[config.mk]
export PLATFORM = sky130hd
export DESIGN_NAME = if_fetch_unit
export DESIGN_NICKNAME = d
export VERILOG_FILES = /design/src/rtl/if_fetch_unit.sv
export SDC_FILE = /design/constraint.sdc
export NUM_CORES = 1
export LEC_CHECK = 0
export CAP_MARGIN = 5
export CORE_MARGIN = 8
export CORE_UTILIZATION = 30
export DETAILED_ROUTE_END_ITERATION = 6
export HOLD_SLACK_MARGIN = 0.05
export PLACE_DENSITY_LB_ADDON = 0.3
export SLEW_MARGIN = 10
export SYNTH_ARGS = -nofsm -noshare
export SYNTH_HDL_FRONTEND = slang
export SYNTH_SLANG_ARGS = --single-unit
[constraint.sdc]
create_clock -name clk -period 3.6 [get_ports clk]
set_clock_uncertainty 0.15 [all_clocks]
set_input_delay 0.36 -clock clk [delete_from_list [all_inputs] [get_ports clk]]
set_output_delay 0.36 -clock clk [all_outputs]
set_load 0.02 [all_outputs]
[src/rtl/if_fetch_unit.sv]
// if_fetch_unit: MIPS IF stage, owns the PC and feeds the IF/ID latch from a combinational ROM
module if_fetch_unit #(
  parameter logic [31:0] RESET_PC = 32'h0000_0000
) (
  input  logic        clk,
  input  logic        rst,
  input  logic [5:0]  stall,
  input  logic        flush,
  input  logic [31:0] new_pc,
  input  logic        branch_flag_i,
  input  logic [31:0] branch_target_addr_i,
  input  logic [31:0] rom_inst_i,
  output logic [31:0] rom_addr_o,
  output logic        rom_ce_o,
  output logic [31:0] id_pc_o,
  output logic [31:0] id_inst_o,
  output logic [31:0] fetch_count_o
);
  logic [31:0] pc_next;
  logic        load;
  logic        bubble;
  logic        unused_stall;
  assign unused_stall = ^stall[5:3];
  // next PC by priority (enable, flush, stall, branch, sequential) and IF/ID load/bubble decisions
  always_comb begin
    pc_next = !rom_ce_o ? RESET_PC
            : flush ? {new_pc[31:2], 2'b00}
            : stall[0] ? rom_addr_o
            : branch_flag_i ? {branch_target_addr_i[31:2], 2'b00}
            : rom_addr_o + 32'd4;
    load    = rom_ce_o && !flush && !stall[1];
    bubble  = !rom_ce_o || flush || (stall[1] && !stall[2]);
  end
  // PC, chip enable, IF/ID latch and fetch counter
  always_ff @(posedge clk or posedge rst) begin
    if (rst) begin
      rom_ce_o      <= 1'b0;
      rom_addr_o    <= RESET_PC;
      id_pc_o       <= 32'd0;
      id_inst_o     <= 32'd0;
      fetch_count_o <= 32'd0;
    end else begin
      rom_ce_o   <= 1'b1;
      rom_addr_o <= pc_next;
      if (load) begin
        id_pc_o       <= rom_addr_o;
        id_inst_o     <= rom_inst_i;
        fetch_count_o <= fetch_count_o + 32'd1;
      end else if (bubble) begin
        id_pc_o   <= 32'd0;
        id_inst_o <= 32'd0;
      end
    end
  end
endmodule
==> results by group <==
STA
  – Fin crit share: 71.1%
  – Minimum clock period: 2560 ps
  – RSZ-0062 raised after global routing: no
  – Hold WS: 129 ps
  – Hold Vio Cnt, Final: 0
  – Worst-Margin Slew: ~1100 ps
  – Worst Setup Slack, final: 1040 ps
  – Setup_tns: 0 ps
  – Worst rel slew slack: 24.2%
  – Setup violation total in the final timing report: 0
  – Max-slew violation count: 0
  – Max Freq: 391 MHz

Placed design
  – Pre-CTS setup slack: 898 ps
  – Port bufs: 223
  – Cells after DPL: about 1100
  – DP HPWL: about 15000 um
  – Final weighted congestion in routability-driven placement: 0.818

Layout
  – Commonest non-fill, non-tap cell in the layout: clkdlybuf4s50_1
  – Synth-to-layout area growth: 51.3%
  – Nets: 912
  – Non-Filler Instances: 1088
  – Commonest non-fill, non-tap cells in the layout: clkdlybuf4s50_1, dfrtp_1, a22o_1
  – Layout cell share with drive strength beyond 1: 6.24%

Worst setup path
  – Worst EP arrival: 2760 ps
  – Worst reg-to-reg path cell count: 5
  – Critical path class: register to register
  – Worst path most repeated cell: nand3_1
  – CP Buf/Inv Count: 0
  – Delay-heaviest family, CP: simple AND/OR/NAND/NOR gates
  – Worst r2r src: rom_addr_o[11]
  – CP Launch Type: register
  – CP max FO: 9
  – Reg2reg setup slack: 1040 ps
  – Slowest CP cell: nor4_1
  – Crit. End Element: register
  – Critical-path cell list: nand3_1, nor4_1, nand3_1, or3_1, nand3_1
  – FF-to-FF End: rom_addr_o[29]
  – Critical path origin: rom_addr_o[11]
  – Crit-path max cell delay: 890 ps
  – CP required: 3800 ps

Clock network
  – TritonCTS clock tree: done
  – CTS Hold Buffers Added: 0
  – Clock latency on the worst-skew pair: 420 ps
  – Clk pin slew, worst setup/hold paths: roughly 60 ps
  – CTS root buffer: clkbuf_16
  – CTS buffer count: 17
  – Setup bufs post-CTS: 0
  – Post-CTS sizing: 0
  – CTS Buffer Depth: 2
  – CTS sink cnt: roughly 130
  – # H-tree levels: 4

Synth
  – Yosys warns: 0
  – Sequential share of the synthesized area: 51.5%
  – Syn_area_per_cell: about 10 sq um
  – Gate Count Post-Synth: 593
  – Yosys cell types: 55
  – Synthesized area: roughly 6000 sq um
  – EDFF count, synth: 0
  – Yosys reg bits: 125
  – Synth Flop Type: dfrtp_1
  – Synth async-reset ratio: 100%

Die
  – Placement Rows: 52
  – Die Y: between 150 and 200 um
  – Chip Width: 158 um
  – I/O Pins: 235
  – Initial Utilization: 30.3%
  – Die area: 25100 sq um
  – Area of the core: approximately 20000 sq um

Job
  – # Max-Cap Violations: 0

Pwr
  – Total power: 3.98 mW
  – Switching Fraction: 27.1%
  – Total internal power: 2.90 mW
  – PD cells: roughly 430 nW/um^2
  – Worst IR drop on VDD: 251 uV
  – Lkg Pwr: between 3 and 4 nW
  – Gate power share: between 10% and 20%
  – Seq pwr share: 39.8%
  – Clock share of power: 44.7%
  – Net switching power figure: 1.08 mW

Routing
  – WL final: 21200 um
  – DRC viols: 0
  – Vias: about 5600
  – Drt wl/cell: between 15 and 20 um
  – Initial DRC Count: roughly 320
  – Vias/cell: 5.13
  – Final ANT Viol Nets: 0
  – TritonRoute pass-1 iters: 6

Global route
  – Total grt overflow: 0
  – First-pass GRT wire length: 32800 um
  – Initial antenna violation count: 2
  – Gr usage total: 16.9%
  – Maximum number of pins on one net before global-route repair: between 100 and 150
  – Number of global-route vias before repair: 5713

Outcome
  – Status: completed

Min path
  – Worst hold path class: input pin to asynchronous set/reset pin
Yosys cell counts (7+ instances only):
library cell / number / area (sq um)
a21oi_1: 22 / 110
nor2_1: 37 / 139
and2_1: 8 / 50.1
and3_1: 11 / 68.8
xnor2_1: 20 / 175
o211ai_1: 10 / 75.1
nand2_1: 47 / 176
o21ai_0: 31 / 155
nand2b_1: 11 / 68.8
dfrtp_1: 125 / 3130
inv_1: 10 / 37.5
a22o_1: 65 / 569
clkbuf_1: 34 / 128
nand4_1: 23 / 144
and4_1: 10 / 87.6
nor3_1: 7 / 35.0
nand3_1: 22 / 110
xor2_1: 12 / 105
a22oi_1: 7 / 52.6
per-stage QoR:
step | instance area [sq um] | util [%]
2_1_floorplan | 6090 | -
5_1_grt | 9190 | 45.9
6_report | 9190 | 45.9
4_1_cts | 9190 | 45.8
3_5_place_dp | 8580 | 42.8
3_3_place_gp | 8580 | 42.8
worst reg2reg max path, cell delays in order (launching register included):
cell and delay (ps):
dfrtp_1 510, nand3_1 270, nor4_1 890, nand3_1 190, or3_1 380, nand3_1 80
registers in the layout, summed over array words and instances (netlist names):
| signal | count |
|---|---|
| id_inst_o | 32 |
| rom_ce_o | 1 |
| rom_addr_o | 30 |
| fetch_count_o | 32 |
| id_pc_o | 30 |
layer usage:
layer / vias to the layer above / wire (um) / part of all wire (%) / GRT usage, %
met1: 2717 / 9010 / 42 / 20.7
met2: 204 / 9750 / 46 / 26.3
met4: 2 / 330 / 1.6 / 5.34
met3: 19 / 2120 / 10 / 7.49
li1: 2643 / - / - / -
met5: - / 13 / 0.061 / 0
power groups by stage:
stage                     clock, mW  sequential (mW)  combinational, mW
after global routing           1.89             1.60              0.671
final                          1.78             1.58              0.619
after floorplan                   0             1.67              0.214
after detailed placement          0             1.61              0.625
after CTS                      1.83             1.58              0.627
after global placement            0             1.61              0.620
cell type report:
cell class                      count  area, sq um
Inverter                           11         45.0
Antenna cell                        1         2.50
Timing Repair Buffer              232         2320
Clock buffer                       19          443
Fill cell                        1972        10900
Clock inverter                     13          166
Multi-Input combinational cell    417         2750
Tap cell                          270          338
Sequential cell                   125         3130
how the worst max path moves through the flow:
stage,to,depth (start not counted)
floorplan,rom_addr_o[21],5
detailed placement,fetch_count_o[25],7
finish,rom_addr_o[29],5
CTS,rom_addr_o[29],5
global route,rom_addr_o[29],5
global placement,fetch_count_o[29],7
logic make-up (layout without fill, tap and decap cells):
logic type                 Yosys count  count (layout)  synth area share, %
AOI/OAI and AO/OA                  178             178                 21.9
xor gates and xnor gates            32              32                 4.61
adders and majority gates            2               2                0.412
buffers and inverters               54             275                 3.60
DFF                                125             125                 51.5
muxes                                8               8                 1.36
other                                2               6                0.124
and+or+nand+nor                    192             192                 16.5
Note: power is estimated with default switching activity, not from simulation.
